==> src/rtl/sevenseg_scan_ctrl_if.sv <==
// Bus between the lift controller and the 7-segment scan driver.
// The controller side is the master; the scan driver is the slave.
interface sevenseg_scan_ctrl_if #(
  parameter int NUM_DIGITS = 4
);
  logic                      enable;
  logic                      load;
  logic [5*NUM_DIGITS-1:0]   code_in;
  logic [NUM_DIGITS-1:0]     blink_in;
  logic [NUM_DIGITS-1:0]     dp_in;
  logic [6:0]                seg;
  logic                      dp;
  logic [NUM_DIGITS-1:0]     an;
  logic                      frame_done;

  modport master (
    output enable, load, code_in, blink_in, dp_in,
    input  seg, dp, an, frame_done
  );

  modport slave (
    input  enable, load, code_in, blink_in, dp_in,
    output seg, dp, an, frame_done
  );
endinterface

==> src/rtl/sevenseg_scan_ctrl.sv <==
// Multiplexed 7-segment driver for the lift status panel: guarded digit scan,
// per-digit blink and decimal point, and double-buffered frame-aligned updates.
module sevenseg_scan_ctrl #(
  parameter int NUM_DIGITS  = 4,
  parameter int DIGIT_TICKS = 16384,
  parameter int GUARD_TICKS = 256,
  parameter int BLINK_TICKS = 25000000,
  parameter int ACTIVE_LOW  = 1
) (
  input  logic                 clk,
  input  logic                 rst,
  sevenseg_scan_ctrl_if.slave  bus
);

  localparam int TW = (DIGIT_TICKS > 1) ? $clog2(DIGIT_TICKS) : 1;
  localparam int IW = (NUM_DIGITS > 1) ? $clog2(NUM_DIGITS) : 1;
  localparam int BW = (BLINK_TICKS > 1) ? $clog2(BLINK_TICKS) : 1;
  localparam logic            POL        = (ACTIVE_LOW != 0);
  localparam logic [TW-1:0]   TICK_LAST  = TW'(DIGIT_TICKS - 1);
  localparam logic [TW-1:0]   GUARD_END  = TW'(GUARD_TICKS);
  localparam logic [IW-1:0]   IDX_LAST   = IW'(NUM_DIGITS - 1);
  localparam logic [BW-1:0]   BLINK_LAST = BW'(BLINK_TICKS - 1);

  typedef logic [NUM_DIGITS-1:0][4:0] codes_t;

  // Active-high {g,f,e,d,c,b,a} pattern for a glyph code; 22..31 are blank.
  function automatic logic [6:0] glyph(input logic [4:0] code);
    logic [6:0] g;
    case (code)
      5'd0:    g = 7'h3F;
      5'd1:    g = 7'h06;
      5'd2:    g = 7'h5B;
      5'd3:    g = 7'h4F;
      5'd4:    g = 7'h66;
      5'd5:    g = 7'h6D;
      5'd6:    g = 7'h7D;
      5'd7:    g = 7'h07;
      5'd8:    g = 7'h7F;
      5'd9:    g = 7'h6F;
      5'd10:   g = 7'h77;
      5'd11:   g = 7'h7C;
      5'd12:   g = 7'h39;
      5'd13:   g = 7'h5E;
      5'd14:   g = 7'h79;
      5'd15:   g = 7'h71;
      5'd16:   g = 7'h54;
      5'd17:   g = 7'h3F;
      5'd18:   g = 7'h39;
      5'd19:   g = 7'h3E;
      5'd20:   g = 7'h5E;
      5'd21:   g = 7'h40;
      default: g = 7'h00;
    endcase
    return g;
  endfunction

  logic [TW-1:0]          tick_q, tick_d;
  logic [IW-1:0]          idx_q, idx_d;
  logic [BW-1:0]          blink_cnt_q, blink_cnt_d;
  logic                   blink_on_q, blink_on_d;
  codes_t                 act_code_q, act_code_d, pend_code_q, pend_code_d;
  logic [NUM_DIGITS-1:0]  act_blink_q, act_blink_d, pend_blink_q, pend_blink_d;
  logic [NUM_DIGITS-1:0]  act_dp_q, act_dp_d, pend_dp_q, pend_dp_d;
  logic                   pend_valid_q, pend_valid_d;
  logic [6:0]             seg_q, seg_d;
  logic                   dp_q, dp_d;
  logic [NUM_DIGITS-1:0]  an_q, an_d;
  logic                   frame_done_q, frame_done_d;

  logic                   boundary_s;
  logic [4:0]             code_sel_s;
  logic [6:0]             seg_on_s;
  logic                   dp_on_s;
  logic [NUM_DIGITS-1:0]  an_on_s;

  assign boundary_s = bus.enable && (tick_q == TICK_LAST) && (idx_q == IDX_LAST);
  assign code_sel_s = act_code_q[idx_q];

  // Next-state for scan counters, blink timebase, display banks and outputs.
  always_comb begin
    tick_d       = tick_q;
    idx_d        = idx_q;
    blink_cnt_d  = blink_cnt_q;
    blink_on_d   = blink_on_q;
    act_code_d   = act_code_q;
    act_blink_d  = act_blink_q;
    act_dp_d     = act_dp_q;
    pend_code_d  = pend_code_q;
    pend_blink_d = pend_blink_q;
    pend_dp_d    = pend_dp_q;
    pend_valid_d = pend_valid_q;
    seg_on_s     = 7'd0;
    dp_on_s      = 1'b0;
    an_on_s      = '0;

    if (bus.enable) begin
      if (tick_q == TICK_LAST) begin
        tick_d = TW'(0);
        idx_d  = (idx_q == IDX_LAST) ? IW'(0) : idx_q + IW'(1);
      end else begin
        tick_d = tick_q + TW'(1);
      end
      if (blink_cnt_q == BLINK_LAST) begin
        blink_cnt_d = BW'(0);
        blink_on_d  = ~blink_on_q;
      end else begin
        blink_cnt_d = blink_cnt_q + BW'(1);
      end
    end else begin
      tick_d = tick_q;
    end

    // A load landing on the boundary itself bypasses the pending bank.
    if (boundary_s) begin
      if (bus.load) begin
        act_code_d  = codes_t'(bus.code_in);
        act_blink_d = bus.blink_in;
        act_dp_d    = bus.dp_in;
      end else if (pend_valid_q) begin
        act_code_d  = pend_code_q;
        act_blink_d = pend_blink_q;
        act_dp_d    = pend_dp_q;
      end else begin
        act_code_d  = act_code_q;
      end
      pend_valid_d = 1'b0;
    end else if (bus.load) begin
      pend_code_d  = codes_t'(bus.code_in);
      pend_blink_d = bus.blink_in;
      pend_dp_d    = bus.dp_in;
      pend_valid_d = 1'b1;
    end else begin
      pend_valid_d = pend_valid_q;
    end

    // Blank glyphs keep the whole digit dark, anode included.
    if (!bus.enable) begin
      an_on_s = '0;
    end else if (tick_q < GUARD_END) begin
      an_on_s = '0;
    end else if (code_sel_s >= 5'd22) begin
      an_on_s = '0;
    end else begin
      an_on_s[idx_q] = 1'b1;
      if (act_blink_q[idx_q] && !blink_on_q) begin
        seg_on_s = 7'd0;
      end else begin
        seg_on_s = glyph(code_sel_s);
        dp_on_s  = act_dp_q[idx_q];
      end
    end

    seg_d        = seg_on_s ^ {7{POL}};
    dp_d         = dp_on_s ^ POL;
    an_d         = an_on_s ^ {NUM_DIGITS{POL}};
    frame_done_d = boundary_s;
  end

  // State and output registers with synchronous reset.
  always_ff @(posedge clk) begin
    if (rst) begin
      tick_q       <= TW'(0);
      idx_q        <= IW'(0);
      blink_cnt_q  <= BW'(0);
      blink_on_q   <= 1'b1;
      act_code_q   <= {NUM_DIGITS{5'd31}};
      act_blink_q  <= '0;
      act_dp_q     <= '0;
      pend_code_q  <= {NUM_DIGITS{5'd31}};
      pend_blink_q <= '0;
      pend_dp_q    <= '0;
      pend_valid_q <= 1'b0;
      seg_q        <= {7{POL}};
      dp_q         <= POL;
      an_q         <= {NUM_DIGITS{POL}};
      frame_done_q <= 1'b0;
    end else begin
      tick_q       <= tick_d;
      idx_q        <= idx_d;
      blink_cnt_q  <= blink_cnt_d;
      blink_on_q   <= blink_on_d;
      act_code_q   <= act_code_d;
      act_blink_q  <= act_blink_d;
      act_dp_q     <= act_dp_d;
      pend_code_q  <= pend_code_d;
      pend_blink_q <= pend_blink_d;
      pend_dp_q    <= pend_dp_d;
      pend_valid_q <= pend_valid_d;
      seg_q        <= seg_d;
      dp_q         <= dp_d;
      an_q         <= an_d;
      frame_done_q <= frame_done_d;
    end
  end

  assign bus.seg        = seg_q;
  assign bus.dp         = dp_q;
  assign bus.an         = an_q;
  assign bus.frame_done = frame_done_q;

endmodule
==> src/flat_wrapper.sv <==
// flat-port wrapper written by rule: the top's interface ports become plain ports
module sevenseg_scan_ctrl_flat 
#(
  parameter int NUM_DIGITS  = 4,
  parameter int DIGIT_TICKS = 16384,
  parameter int GUARD_TICKS = 256,
  parameter int BLINK_TICKS = 25000000,
  parameter int ACTIVE_LOW  = 1
)
  (clk, rst, bus_enable, bus_load, bus_code_in, bus_blink_in, bus_dp_in, bus_seg, bus_dp, bus_an, bus_frame_done);
  sevenseg_scan_ctrl_if #(.NUM_DIGITS(NUM_DIGITS)) bus_i ();
  input  logic clk;
  input  logic rst;
  input wire logic [$bits(bus_i.enable)-1:0] bus_enable;
  input wire logic [$bits(bus_i.load)-1:0] bus_load;
  input wire logic [$bits(bus_i.code_in)-1:0] bus_code_in;
  input wire logic [$bits(bus_i.blink_in)-1:0] bus_blink_in;
  input wire logic [$bits(bus_i.dp_in)-1:0] bus_dp_in;
  output wire logic [$bits(bus_i.seg)-1:0] bus_seg;
  output wire logic [$bits(bus_i.dp)-1:0] bus_dp;
  output wire logic [$bits(bus_i.an)-1:0] bus_an;
  output wire logic [$bits(bus_i.frame_done)-1:0] bus_frame_done;
  assign bus_i.enable = bus_enable;
  assign bus_i.load = bus_load;
  assign bus_i.code_in = bus_code_in;
  assign bus_i.blink_in = bus_blink_in;
  assign bus_i.dp_in = bus_dp_in;
  assign bus_seg = bus_i.seg;
  assign bus_dp = bus_i.dp;
  assign bus_an = bus_i.an;
  assign bus_frame_done = bus_i.frame_done;
  sevenseg_scan_ctrl #(.NUM_DIGITS(NUM_DIGITS), .DIGIT_TICKS(DIGIT_TICKS), .GUARD_TICKS(GUARD_TICKS), .BLINK_TICKS(BLINK_TICKS), .ACTIVE_LOW(ACTIVE_LOW)) u_core (.clk(clk), .rst(rst), .bus(bus_i));
endmodule
==> config.mk <==
export PLATFORM = sky130hd
export DESIGN_NAME = sevenseg_scan_ctrl_flat
export DESIGN_NICKNAME = d
export VERILOG_FILES = /design/src/rtl/sevenseg_scan_ctrl_if.sv /design/src/rtl/sevenseg_scan_ctrl.sv /design/src/flat_wrapper.sv
export SDC_FILE = /design/constraint.sdc
export NUM_CORES = 1
export LEC_CHECK = 0
export ABC_CLOCK_PERIOD_IN_PS = 2100
export CORE_MARGIN = 2
export CORE_UTILIZATION = 30
export DETAILED_ROUTE_END_ITERATION = 10
export DONT_BUFFER_PORTS = 1
export PLACE_DENSITY = 0.57
export SLEW_MARGIN = 20
export SYNTH_ARGS = -nofsm -noshare
export SYNTH_HDL_FRONTEND = slang
export SYNTH_SLANG_ARGS = --single-unit
==> constraint.sdc <==
create_clock -name clk -period 2.1 [get_ports clk]
set_input_delay 0.42 -clock clk [delete_from_list [all_inputs] [get_ports clk]]
set_output_delay 0.42 -clock clk [all_outputs]
set_load 0.005 [all_outputs]
==> results by group <==
Outcome
  • Status: completed

Placement
  • DPL Wire Length: 7830 um
  • Cell Area, Placed: 5470 um^2
  • Post-Place Setup Slack: -72.1 ps
  • Routability cong.: 0.836
  • Post-Place Cells: 780
  • PortBufs: 0

Synthesis
  • Post-Synthesis Cells: 573
  • Synth warn: 0
  • Post-synthesis net count: 617
  • Top FF cell, synth: dfxtp_1
  • Avg Inst Size Synth: 8.98 um^2
  • Number of synthesized flops with an enable pin: 0
  • Distinct cells, synth: 46
  • Sequential share of the synthesized area: 0.436
  • Yosys reg bits: 112
  • Ys async rst share: 0
  • Syn Std Cell Area: 5140 um^2

Clocking
  • Clock buffer depth: 2
  • H-Tree Depth: 3
  • Hold_buf cts: 0
  • TritonCTS buffer count: 9
  • Clock sink total: 112
  • Clock slew at reported path FFs: 80 ps
  • CTS tree: done
  • Clk root buf: clkbuf_16
  • Clk_lat worst skew: 360 ps

STA
  • Setup ws final: 63.8 ps
  • Max Clock Freq: 0.491 GHz
  • Final Hold Viols: 0
  • Unrepaired setup endpoints after global routing: yes
  • Fin Clk Skew: 8.93 ps
  • Fin Hold WS: 149 ps
  • Fin crit period: 2040 ps
  • Worst Max-Slew Pin Slew: 413 ps
  • Setup TNS: 0 ps
  • Final setup viols: 0
  • Relative slew slack: 0.722
  • Slew Viols, Final: 0
  • Final Cycle Share: 0.970

Floorplan
  • DIE WIDTH: 135 um
  • IO Pins: 45
  • Placeable Area: 16700 um^2
  • DIE HEIGHT: 135 um
  • DIE AREA: 18200 um^2
  • Core Rows: 47
  • Starting Density: 0.308

Setup path
  • RR Startpoint: u_core.idx_q[0]
  • Worst Path Required: 2330 ps
  • R2r endpoint: u_core.bus.seg[0]
  • CP Capture Type: flip-flop
  • Startpoint Class: flip-flop
  • CP max FO: 13
  • Setup Crit Path Kind: flip-flop to flip-flop
  • Worst r2r path cells: 6
  • Reg2reg setup slack: 60 ps
  • Arr. time, crit path: 2260 ps

Global route
  • Pin count of the biggest net entering global routing: 68
  • First-pass GRT wire length: 18600 um
  • Total grt overflow: 0
  • Initial antenna violation count: 0
  • Vias in the first global route: 3830
  • Total GRT Usage: 0.128

Routing
  • WL/cell: 13.9 um
  • Routed vias: 3860
  • Iteration-0 DRC Markers: 223
  • Final wirelength: 11100 um
  • Post-route DRC: 0
  • Routed vias/inst: 4.84
  • First drt pass iteration count: 6
  • Routed Antenna Nets: 0

Power and ir drop
  • IR Drop Worst-Case VDD: 369 uV
  • Final Power: 4.08 mW
  • PD cells: 701 nW/um^2
  • Static leakage: 2.23 nW

Layout
  • # nets final: 618
  • Fin area: 5830 um^2
  • Final core utilization: 0.349
  • Share of layout cells above drive strength 1: 0.119
  • ANT cells: 0
  • Area Growth Syn to Fin: 13.3%
  • Final Non-Filler Cells: 798

Min path
  • HP Class: input port to flip-flop
  • Worst hold stages: 1
  • Hold path endpoint: u_core.tick_q[12]
  • Worst hold path startpoint: rst

Flow run
  • Max_cap viols: 0
==> how the worst max path moves through the flow <==
stage                     from           endpoint  slack [ps]  cells after the start
2_1_floorplan  u_core.idx_q[0]  u_core.bus.seg[0]          10                      7
3_3_place_gp   u_core.idx_q[0]  u_core.bus.seg[0]          40                      6
3_5_place_dp   u_core.idx_q[0]  u_core.bus.seg[0]         -70                      6
4_1_cts        u_core.idx_q[0]  u_core.bus.seg[0]           7                      6
5_1_grt        u_core.idx_q[0]  u_core.bus.seg[0]         -30                      6
6_report       u_core.idx_q[0]  u_core.bus.seg[0]          60                      6
==> per-layer routing <==
metal  global-route usage  part of all wire  vias to the layer above
met2                0.206              0.46                       66
met4               0.0637             0.022                        0
met5                    0                 0                        -
met3               0.0270             0.036                       16
li1                     -                 -                     1977
met1                0.163              0.48                     1801
==> where the power goes <==
group | switching (mW) | total, mW | internal (mW)
logic | 0.0759 | 0.154 | 0.0782
registers | 0.0224 | 2.19 | 2.16
clock network | 0.809 | 1.74 | 0.934
total | 0.908 | 4.08 | 3.18
==> state kept, by name (all words and copies together) (netlist names) <==
signal / flops
u_core.blink_cnt_q: 25
u_core.act_code_q: 20
u_core.pend_code_q: 20
u_core.tick_q: 14
u_core.bus.seg: 7
u_core.act_blink_q: 4
u_core.act_dp_q: 4
u_core.bus.an: 4
u_core.pend_blink_q: 4
u_core.pend_dp_q: 4
u_core.idx_q: 2
u_core.blink_on_q: 1
u_core.bus.dp: 1
u_core.bus.frame_done: 1
u_core.pend_valid_q: 1
==> cell families (layout without fill, tap and decap cells) <==
kind of cell             count (synthesis)  count (layout)  synth area share
AND/OR/NAND/NOR                        255             255             0.237
XOR/XNOR                                37              37            0.0630
AO/OA/AOI/OAI                           67              67            0.0936
buffers and inverters                   46              51            0.0382
flip-flops                             112             112             0.436
multiplexers                            44              44             0.103
adder cells (fa/ha/maj)                 12              12            0.0292
==> layout by cell type (no fill, tap or decap), types with 2 or more instances in the layout <==
cell type	synthesis	routed
ha_1	12	9
nor4b_1	3	3
o21ai_0	9	6
a211o_1	20	20
and4_1	6	6
xnor2_1	17	17
nand2b_1	5	5
mux2_2	2	2
xor2_1	20	20
a211oi_1	9	9
o21ai_1	0	2
nand2_1	79	79
o21a_1	2	2
nand3_1	11	11
and3_1	7	7
buf_12	0	2
o21ai_2	1	2
a31oi_1	2	2
dfxtp_2	0	3
dfxtp_1	112	108
or2_2	3	3
mux4_2	7	7
or3_1	2	2
nand3b_1	20	20
a21oi_1	14	14
nand4_1	13	13
o211ai_1	2	2
nor2_1	84	84
mux2i_1	35	35
nor4_1	3	3
and2_1	3	3
clkbuf_16	0	9
ha_2	0	2
buf_4	0	23
nor3_1	11	11
inv_1	10	9
==> cell usage after synthesis, types with 3 or more instances <==
master / instances / area share
nand2_1: 79 / 0.058
a21oi_1: 14 / 0.014
nor4b_1: 3 / 0.0051
a211oi_1: 9 / 0.013
xnor2_1: 17 / 0.029
nand2b_1: 5 / 0.0061
clkbuf_1: 27 / 0.020
nand3b_1: 20 / 0.029
nor4_1: 3 / 0.0036
nand3_1: 11 / 0.011
and2_1: 3 / 0.0036
nor3_1: 11 / 0.011
buf_2: 7 / 0.0068
xor2_1: 20 / 0.034
and4_1: 6 / 0.010
ha_1: 12 / 0.029
inv_1: 10 / 0.0073
or2_2: 3 / 0.0036
nor2_1: 84 / 0.061
dfxtp_1: 112 / 0.44
o21ai_0: 9 / 0.0088
a211o_1: 20 / 0.034
mux2i_1: 35 / 0.068
nand4_1: 13 / 0.016
mux4_2: 7 / 0.031
and3_1: 7 / 0.0085
==> worst max-delay path, stage by stage, from the launching register on <==
cell,delay [ps]
dfxtp_4,370
buf_4,130
mux4_2,650
inv_1,130
a31o_2,160
a21boi_4,290
o311ai_2,160
==> cell type report <==
| class | instances | area (um^2) |
|---|---|---|
| Fill cell | 1678 | 10900 |
| Multi-Input combinational cell | 415 | 2750 |
| Sequential cell | 112 | 2250 |
| Tap cell | 220 | 275 |
| Clock buffer | 10 | 229 |
| Timing Repair Buffer | 26 | 224 |
| Clock inverter | 5 | 66.3 |
| Inverter | 10 | 37.5 |
==> repair_timing <==
item | 4_1_cts | 5_1_grt
pin swaps | 0 | 6
resized for setup | 2 | 14
endpoints found under the hold margin | 0 | 0
setup endpoints to repair | 6 | 25
buffers inserted | 1 | 2
Note: power is estimated with default switching activity, not from simulation.
